$ cat config.mk
export PLATFORM = sky130hd
export DESIGN_NAME = reg10_ctrl
export DESIGN_NICKNAME = d
export VERILOG_FILES = /design/src/rtl/reg10_ctrl.sv
export SDC_FILE = /design/constraint.sdc
export NUM_CORES = 1
export LEC_CHECK = 0
export CORE_ASPECT_RATIO = 0.5
export CORE_MARGIN = 5
export CORE_UTILIZATION = 45
export CTS_CLUSTER_SIZE = 8
export DETAILED_ROUTE_END_ITERATION = 7
export PLACE_DENSITY_LB_ADDON = 0.08
export SKIP_LAST_GASP = 1
export SLEW_MARGIN = 15
export SYNTH_ARGS = -nofsm -noshare
export SYNTH_HDL_FRONTEND = slang
export SYNTH_SLANG_ARGS = --single-unit
$ cat constraint.sdc
create_clock -name clk_i -period 2.9 [get_ports clk_i]
set_input_delay 0.435 -clock clk_i [delete_from_list [all_inputs] [get_ports clk_i]]
set_output_delay 0.435 -clock clk_i [all_outputs]
set_load 0.01 [all_outputs]
$ cat src/rtl/reg10_ctrl.sv
// Two-button front end for a 10-bit register. Synchronises and debounces both
// buttons, then issues single load or clear write strobes from a small FSM.
module reg10_ctrl #(
    parameter int DB_CNT = 1000000,
    parameter int CNT_W  = 20
) (
    input  logic       clk_i,
    input  logic       rst_i,
    input  logic [9:0] sw_i,
    input  logic       btn_load_i,
    input  logic       btn_clr_i,
    output logic       reg_we_o,
    output logic [9:0] reg_d_o,
    output logic       busy_o,
    output logic [3:0] load_cnt_o
);

    localparam logic [1:0] S_IDLE     = 2'd0;
    localparam logic [1:0] S_LOAD     = 2'd1;
    localparam logic [1:0] S_CLEAR    = 2'd2;
    localparam logic [1:0] S_WAIT_REL = 2'd3;

    localparam logic [CNT_W-1:0] DB_MAX  = CNT_W'(DB_CNT - 1);
    localparam logic [CNT_W-1:0] CNT_ONE = {{(CNT_W-1){1'b0}}, 1'b1};

    // Index 0 is the load button, index 1 the clear button.
    logic [1:0] w_btn_raw;
    logic [1:0] w_lvl;
    logic [1:0] w_edge;

    assign w_btn_raw = {btn_clr_i, btn_load_i};

    genvar gi;
    generate
        for (gi = 0; gi < 2; gi++) begin : g_db
            logic             r_sync1;
            logic             r_sync2;
            logic [CNT_W-1:0] r_cnt;
            logic             r_lvl;
            logic             r_lvl_d;
            logic             r_edge;

            always_ff @(posedge clk_i) begin
                if (rst_i) begin
                    r_sync1 <= 1'b0;
                    r_sync2 <= 1'b0;
                    r_cnt   <= '0;
                    r_lvl   <= 1'b0;
                    r_lvl_d <= 1'b0;
                    r_edge  <= 1'b0;
                end else begin
                    r_sync1 <= w_btn_raw[gi];
                    r_sync2 <= r_sync1;
                    // Level flips on the DB_CNT-th consecutive disagreeing sample.
                    if (r_sync2 == r_lvl) begin
                        r_cnt <= '0;
                    end else if (r_cnt == DB_MAX) begin
                        r_cnt <= '0;
                        r_lvl <= r_sync2;
                    end else begin
                        r_cnt <= r_cnt + CNT_ONE;
                    end
                    r_lvl_d <= r_lvl;
                    r_edge  <= r_lvl & ~r_lvl_d;
                end
            end

            assign w_lvl[gi]  = r_lvl;
            assign w_edge[gi] = r_edge;
        end
    endgenerate

    logic [1:0] r_state;
    logic [1:0] w_state_next;
    logic [9:0] r_hold;
    logic [9:0] w_hold_next;
    logic       r_we;
    logic [9:0] r_d;
    logic       r_busy;
    logic [3:0] r_load_cnt;

    // Clear has priority over load when both edges land together.
    always_comb begin
        w_state_next = r_state;
        case (r_state)
            S_IDLE: begin
                if (w_edge[1]) begin
                    w_state_next = S_CLEAR;
                end else if (w_edge[0]) begin
                    w_state_next = S_LOAD;
                end
            end
            S_LOAD:     w_state_next = S_WAIT_REL;
            S_CLEAR:    w_state_next = S_WAIT_REL;
            S_WAIT_REL: begin
                if (w_lvl == 2'b00) begin
                    w_state_next = S_IDLE;
                end
            end
            default:    w_state_next = S_IDLE;
        endcase
    end

    assign w_hold_next = (w_state_next == S_LOAD) ? sw_i : r_hold;

    // Outputs are decoded from the next state so they line up with the state register.
    always_ff @(posedge clk_i) begin
        if (rst_i) begin
            r_state    <= S_IDLE;
            r_hold     <= '0;
            r_we       <= 1'b0;
            r_d        <= '0;
            r_busy     <= 1'b0;
            r_load_cnt <= '0;
        end else begin
            r_state <= w_state_next;
            r_hold  <= w_hold_next;
            r_we    <= (w_state_next == S_LOAD) || (w_state_next == S_CLEAR);
            r_busy  <= (w_state_next != S_IDLE);
            if (w_state_next == S_LOAD) begin
                r_d        <= w_hold_next;
                r_load_cnt <= r_load_cnt + 4'd1;
            end else if (w_state_next == S_CLEAR) begin
                r_d        <= '0;
                r_load_cnt <= '0;
            end
        end
    end

    assign reg_we_o   = r_we;
    assign reg_d_o    = r_d;
    assign busy_o     = r_busy;
    assign load_cnt_o = r_load_cnt;

endmodule

==> results of run 1 <==
per-layer routing:
metal / vias up / track usage
li1: 1221 / -
met1: 1099 / 0.1650
met2: 25 / 0.2701
met3: 10 / 0.05924
met4: 0 / 0.05000
met5: - / 0
cell usage after synthesis, types with 2 or more instances:
cell type | instances | share of area
dfxtp_1 | 68 | 0.46
nor2_1 | 42 | 0.053
nand3_1 | 25 | 0.042
a21oi_1 | 21 | 0.035
xnor2_1 | 19 | 0.056
nand2b_1 | 16 | 0.034
inv_1 | 13 | 0.016
nand2_1 | 13 | 0.016
clkbuf_1 | 12 | 0.015
nand4_1 | 11 | 0.023
xor2_1 | 11 | 0.032
nor3_1 | 9 | 0.015
nor4_1 | 8 | 0.017
ha_1 | 7 | 0.029
nor2b_1 | 6 | 0.013
o21ai_0 | 6 | 0.010
or4_1 | 6 | 0.015
and3_1 | 5 | 0.010
nor4b_1 | 5 | 0.015
mux2i_1 | 4 | 0.013
o31ai_1 | 4 | 0.010
or3_1 | 4 | 0.0084
and4_1 | 3 | 0.0088
buf_2 | 3 | 0.0050
buf_4 | 2 | 0.0050
nor3b_1 | 2 | 0.0050
cells in the final DEF, fill, tap and decap left out, drive strengths merged, types with 9 or more instances in the layout:
master         instances
a21oi                 21
clkbuf                11
clkdlybuf4s50         29
dfxtp                 68
inv                   13
nand2                 13
nand2b                16
nand3                 25
nand4                 12
nor2                  42
nor3                   9
xnor2                 19
xor2                  11
metrics by stage:
| stage | utilization | instance area [um^2] | cells | total power [mW] |
|---|---|---|---|---|
| 3_5_place_dp | 0.5069 | 3329 | 444 | 1.316 |
| 3_3_place_gp | 0.5069 | 3329 | 444 | 1.299 |
| 6_report | 0.5556 | 3650 | 460 | 2.466 |
| 4_1_cts | 0.5552 | 3647 | 460 | 2.484 |
| 5_1_grt | 0.5556 | 3650 | 460 | 2.568 |
| 2_1_floorplan | - | 2984 | 338 | 1.224 |
flip-flops by register name, indices dropped and copies added, names as in the netlist:
register      flops
g_db.r_lvl_d      2
reg_d_o          10
g_db.r_sync2      2
reg_we_o          1
g_db.r_sync1      2
g_db.r_edge       2
g_db.r_lvl        2
r_state           2
busy_o            1
g_db.r_cnt       40
load_cnt_o        4
area by class of cell:
class                      instances  share of cell area
sequential                        68              0.3730
timing repair buffer              31             0.08365
inverter                          13             0.01337
clock buffer                      11             0.06651
multi-input combinational        240              0.4114
tap                               92             0.03154
clock inverter                     5             0.02057
logic make-up after synthesis:
group / count (synthesis)
flip-flops: 68
AO/OA/AOI/OAI: 38
XOR/XNOR: 30
adder cells (fa/ha/maj): 7
AND/OR/NAND/NOR: 161
multiplexers: 4
buffers and inverters: 30
worst max path at each step:
stage	start	slack, ns	cells after the start	endpoint
floorplan	r_state[1]$_SDFF_PP0_	0.64	9	load_cnt_o[3]$_SDFFE_PP0P_
global placement	r_state[1]$_SDFF_PP0_	0.47	7	load_cnt_o[3]$_SDFFE_PP0P_
detailed placement	r_state[1]$_SDFF_PP0_	0.21	7	load_cnt_o[3]$_SDFFE_PP0P_
CTS	r_state[1]$_SDFF_PP0_	0.20	7	load_cnt_o[3]$_SDFFE_PP0P_
global route	r_state[0]$_SDFF_PP0_	0.19	8	load_cnt_o[2]$_SDFFE_PP0P_
finish	r_state[1]$_SDFF_PP0_	0.35	8	load_cnt_o[2]$_SDFFE_PP0P_
timing repair:
| action | CTS | global route |
|---|---|---|
| hold endpoints to repair | 0 | 0 |
| endpoints found under the setup margin | 0 | 2 |
| resized for setup | 0 | 1 |
power breakdown:
group	switching [mW]	internal, mW	leakage (nW)
sequential	0.0124	0.960	0.549
combinational	0.173	0.157	0.480
clock	0.392	0.771	0.159
total	0.577	1.89	1.19
==> results by group, run 1 <==
Yosys
  – Post-synthesis cell area: 2984 um^2
  – Seq/Total Area, Yosys: 0.4562
  – Unique cell type count in the Yosys netlist: 39
  – Synth Area in Adders: 0.02935
  – Synthesized area per cell: 8.829 um^2
  – Number of flops mapped to enable cells by yosys: 0
  – Largest family of logic cells by synthesized area: simple AND/OR/NAND/NOR gates
  – Post-Synth Simple-Gate Area: 0.2960
  – Xor and xnor area share after synthesis: 0.08805
  – Post-synthesis mux area share: 0.01342
  – Syn Nets: 359
  – Synth Register Bits: 68
  – Primary FF master, synth: dfxtp_1
  – Gate Count Post-Synth: 338
  – Synth Area in Compound Gates: 0.07547
  – Ys async rst share: 0
  – YS warnings: 0

STA
  – Total negative slack: 0 ns
  – PnR worst setup slack: 0.3533 ns
  – Relative slew margins: 0.5182
  – Clock skew: 0.002749 ns
  – Final Hold Viols: 0
  – Setup Viol. Count Final: 0
  – Max-slew violation count: 0
  – Slew @ Worst Pin: 0.7137 ns
  – Tcrit/Tclk final: 0.8782
  – RSZ-0062 raised after global routing: no
  – Min Hold Slack: 0.3834 ns
  – Max Fclk: 392.7 MHz
  – Crit path time final: 2.547 ns

CTS
  – CTS root buffer: clkbuf_16
  – Clk sinks: 68
  – Clock tree buffer depth: 2
  – CTS tree: yes
  – Clk_lat worst skew: 0.33 ns
  – H-tree Lvls: 3
  – CTS clk-pin slew, worst paths: 0.05 ns
  – Cts bufs inserted: 9
  – Cts hold-fix bufs: 0
  – Setup Buffers After CTS: 0

Route
  – Initial DRC count: 169
  – Met3 WL: 208 um
  – Residual DRC: 0
  – Routed vias/inst: 5.120
  – Via Count: 2,355
  – DRT antenna net count: 0
  – TritonRoute pass-1 iters: 4
  – Met1 wire length: 2739 um
  – Routed wire length: 5997 um
  – Top layer in use: met4
  – DR WL met2: 2975 um
  – Avg WL per Cell: 13.04 um

Setup path
  – Worst reg2reg endpoint: load_cnt_o[2]$_SDFFE_PP0P_
  – CP Launch Type: flop
  – CP Capture Type: flop
  – CP required: 3.17 ns
  – CP cell instances: inv_1, ha_1, o311ai_0, ha_2, nand2_1, nor3b_1, a21oi_1, nor2_1
  – R2r setup slk: 0.35 ns
  – Critical Path Max Stage Delay: 0.65 ns
  – Cell at the slowest stage of the critical path: o311ai_0
  – Buf+Inv Stages, Crit Path: 1
  – Arrival @ worst endpoint: 2.81 ns
  – CP Max Fanout: 28
  – Critical setup path kind: reg -> reg
  – Worst Reg-to-Reg Cells: 8
  – CP delay by family, top: adder cells
  – RR Startpoint: r_state[1]$_SDFF_PP0_

Place
  – Setup Slack @ Placement: 0.2146 ns
  – Placer Congestion: 0.8300
  – Dpl hpwl: 4144 um
  – IO buf count: 29

Min path
  – Worst min-delay path startpoint: g_db[0].r_lvl_d$_SDFF_PP0_
  – Hold Path Class: reg -> reg
  – WHS Endpoint: g_db[0].r_edge$_SDFF_PP0_
  – Hold path cells: 1

Final layout
  – Fill cells: 593
  – Syn-to-layout area delta: 22.31%
  – Number of nets in the layout: 384
  – Fraction of layout cells with a size suffix above 1: 0.05978
  – Area of the multi-input gates: 1501 um^2
  – Diodes inserted: 0
  – Reg area: 1361 um^2

GRT
  – Number of global-route vias before repair: 2,266
  – Initial antenna violation count: 0
  – Pin count of the biggest net entering global routing: 30
  – Grt ovf: 0
  – GRT Overall Usage: 0.1494
  – First-pass GRT wire length: 10,100 um

Die
  – I/O Pins: 30
  – Core Area: 6569 um^2
  – Core Rows: 21
  – Die Ht: 67.58 um
  – Die area: 8459 um^2
  – Die width: 125.2 um
  – Starting Density: 0.4543

Job
  – Max-cap violations: 0

Pwr
  – Leakage: 1.188 nW
  – Worst vdd ir: 0.2963 mV
  – Pwr per Cell Area: 675.7 nW/um^2

Run status
  – Status: finished clean
(Power assumes the default switching activity.)
==> run 2: changes to the inputs <==
--- a/config.mk
+++ b/config.mk
@@ -5,9 +5,11 @@
 export SDC_FILE = /design/constraint.sdc
 export NUM_CORES = 1
 export LEC_CHECK = 0
+export CAP_MARGIN = 25
 export CORE_ASPECT_RATIO = 0.5
 export CORE_MARGIN = 5
 export CORE_UTILIZATION = 45
+export CTS_BUF_LIST = sky130_fd_sc_hd__clkbuf_8 sky130_fd_sc_hd__clkbuf_16
 export CTS_CLUSTER_SIZE = 8
 export DETAILED_ROUTE_END_ITERATION = 7
 export PLACE_DENSITY_LB_ADDON = 0.08
==> results by group, run 2 (same netlist as run 1, synthesis figures left out) <==
STA
  – RSZ-0062 raised after global routing: no
  – Relative slew margins: 0.5219 (+0.003767)
  – Clock skew: 0.002630 ns (-0.0001191 ns)
  – Final Hold Viols: 0 (unchanged)
  – Max-slew violation count: 0 (unchanged)
  – Min Hold Slack: 0.3830 ns (-0.0004550 ns)
  – Setup Viol. Count Final: 0 (unchanged)
  – Slew @ Worst Pin: 0.7081 ns (-0.005580 ns)
  – Total negative slack: 0 ns (unchanged)
  – Tcrit/Tclk final: 0.8778 (about the same)
  – Max Fclk: 392.8 MHz (about the same)
  – Crit path time final: 2.546 ns (-0.001152 ns)

Setup path
  – CP Max Fanout: 28 (unchanged)
  – Worst Reg-to-Reg Cells: 7 (-1)
  – R2r setup slk: 0.35 ns (about the same)
  – CP Launch Type: flop
  – CP Capture Type: flop
  – CP startpoint: r_state[1]$_SDFF_PP0_
  – CP required: 3.11 ns (-0.06 ns)
  – Worst setup path end: load_cnt_o[3]$_SDFFE_PP0P_
  – Critical setup path kind: reg -> reg
  – Cell at the slowest stage of the critical path: o311ai_0
  – Arrival @ worst endpoint: 2.75 ns (-0.06 ns)
  – Worst reg2reg endpoint: load_cnt_o[3]$_SDFFE_PP0P_
  – RR Startpoint: r_state[1]$_SDFF_PP0_
  – Critical Path Max Stage Delay: 0.64 ns (about the same)
  – CP cell instances: inv_1, ha_1, o311ai_0, ha_2, o21ai_0, a22oi_1, nor2_1

Die
  – Starting Density: 0.4543 (unchanged)
  – Core Area: 6569 um^2 (unchanged)
  – Die area: 8459 um^2 (unchanged)
  – Die width: 125.2 um (unchanged)
  – Die Ht: 67.58 um (unchanged)
  – I/O Pins: 30 (unchanged)
  – Core Rows: 21 (unchanged)

Route
  – Via Count: 2,379 (+1.0%)
  – Routed wire length: 6018 um (+0.35%)
  – TritonRoute pass-1 iters: 4 (unchanged)
  – Avg WL per Cell: 13.08 um (+0.35%)
  – Routed vias/inst: 5.172 (+1.0%)
  – DRT antenna net count: 0 (unchanged)
  – Initial DRC count: 170 (+0.59%)
  – Residual DRC: 0 (unchanged)

Final layout
  – Fraction of layout cells with a size suffix above 1: 0.05978 (unchanged)
  – Syn-to-layout area delta: 22.31% (unchanged)
  – Area of the multi-input gates: 1501 um^2 (unchanged)
  – Commonest non-fill, non-tap cell in the layout: dfxtp_1
  – Commonest non-fill, non-tap cells in the layout: dfxtp_1, nor2_1, clkdlybuf4s50_1, nand3_1, a21oi_1
  – Largest Register: g_db.r_cnt
  – Non-Filler Instances: 460 (unchanged)
  – Diodes inserted: 0 (unchanged)
  – Reg area: 1361 um^2 (unchanged)
  – Max reg flops: 40 (unchanged)
  – Number of nets in the layout: 384 (unchanged)
  – Design area: 3650 um^2 (unchanged)
  – Fill cells: 593 (unchanged)

GRT
  – GRT Overall Usage: 0.1494 (unchanged)
  – Number of global-route vias before repair: 2,266 (unchanged)
  – Grt ovf: 0 (unchanged)
  – Initial antenna violation count: 0 (unchanged)
  – Pin count of the biggest net entering global routing: 30 (unchanged)
  – First-pass GRT wire length: 10,100 um (unchanged)

CTS
  – CTS tree: yes
  – Cts hold-fix bufs: 0 (unchanged)
  – Setup Buffers After CTS: 0 (unchanged)
  – Clock tree buffer depth: 2 (unchanged)
  – CTS root buffer: clkbuf_16
  – Clk_lat worst skew: 0.33 ns (about the same)
  – CTS clk-pin slew, worst paths: 0.05 ns (about the same)
  – Clk sinks: 68 (unchanged)
  – Cts bufs inserted: 9 (unchanged)
  – H-tree Lvls: 3 (unchanged)

Place
  – IO buf count: 29 (unchanged)
  – Dpl hpwl: 4144 um (unchanged)
  – Placed insts: 444 (unchanged)
  – Placed Area: 3329 um^2 (unchanged)
  – Placer Congestion: 0.8300 (unchanged)

Job
  – Max-cap violations: 0 (unchanged)

Pwr
  – Net switching power figure: 0.5802 mW (+0.53%)
  – Clock share of power: 0.471 (about the same)
  – Leakage: 1.192 nW (+0.35%)
  – Combinational Power Share: 0.135 (about the same)
  – Pwr per Cell Area: 675.6 nW/um^2 (about the same)
  – Flop pwr share: 0.394 (about the same)
  – Pwr Total: 2.466 mW (about the same)
  – Int Power: 1.886 mW (-0.18%)
  – Worst vdd ir: 0.2962 mV (about the same)
  – Switch share: 0.2353 (+0.001280)

Run status
  – Status: finished clean

Min path
  – Hold Path Class: reg -> reg
## run 2: worst max-delay path, delay by kind of cell, from the launching register on
| kind | cells | cell delay (ns) |
|---|---|---|
| DFF | 1 | 0.37 |
| and+or+nand+nor | 1 | 0.06 |
| AOI/OAI and AO/OA | 3 | 1.05 |
| buffers and inverters | 1 | 0.06 |
| adders and majority gates | 2 | 0.88 |
## run 2: power groups by stage
stage / logic [mW] / registers (mW) / clock network [mW]
global route: 0.357 / 0.975 / 1.23
CTS: 0.323 / 0.973 / 1.19
global placement: 0.308 / 0.991 / 0
floorplan: 0.225 / 0.999 / 0
finish: 0.332 / 0.973 / 1.16
detailed placement: 0.322 / 0.994 / 0
## run 2: worst min path at each step
stage,from,end,depth (start not counted)
6_report,g_db[0].r_lvl_d$_SDFF_PP0_,g_db[0].r_edge$_SDFF_PP0_,1
4_1_cts,g_db[0].r_lvl_d$_SDFF_PP0_,g_db[0].r_edge$_SDFF_PP0_,1
3_5_place_dp,g_db[0].r_lvl_d$_SDFF_PP0_,g_db[0].r_edge$_SDFF_PP0_,1
3_3_place_gp,g_db[0].r_lvl_d$_SDFF_PP0_,g_db[0].r_edge$_SDFF_PP0_,1
5_1_grt,g_db[0].r_lvl_d$_SDFF_PP0_,g_db[0].r_edge$_SDFF_PP0_,1
2_1_floorplan,g_db[0].r_lvl_d$_SDFF_PP0_,g_db[0].r_edge$_SDFF_PP0_,1
## run 2: stage by stage
stage          setup slack, ns    util
3_5_place_dp            0.2146  0.5069
2_1_floorplan           0.6351       -
6_report                0.3544  0.5556
4_1_cts                 0.2012  0.5552
5_1_grt                 0.1870  0.5556
3_3_place_gp            0.4669  0.5069
## run 2: area by class of cell
| class | count | share of cell area |
|---|---|---|
| Multi-Input combinational cell | 240 | 0.4114 |
| Timing Repair Buffer | 31 | 0.08365 |
| Sequential cell | 68 | 0.3730 |
| Clock buffer | 10 | 0.06548 |
| Inverter | 13 | 0.01337 |
| Tap cell | 92 | 0.03154 |
| Clock inverter | 6 | 0.02160 |
## run 2: repair_timing
| item | 4_1_cts | 5_1_grt |
|---|---|---|
| gates resized for setup | 0 | 1 |
| setup endpoints to repair | 0 | 2 |
| hold endpoints to repair | 0 | 0 |
## run 2: layer usage
metal / up-vias / share of wire / global-route usage
met5: - / 0 / 0
met1: 1114 / 0.45 / 0.1650
met2: 34 / 0.50 / 0.2701
li1: 1221 / - / -
met4: 0 / 0.012 / 0.05000
met3: 10 / 0.038 / 0.05924
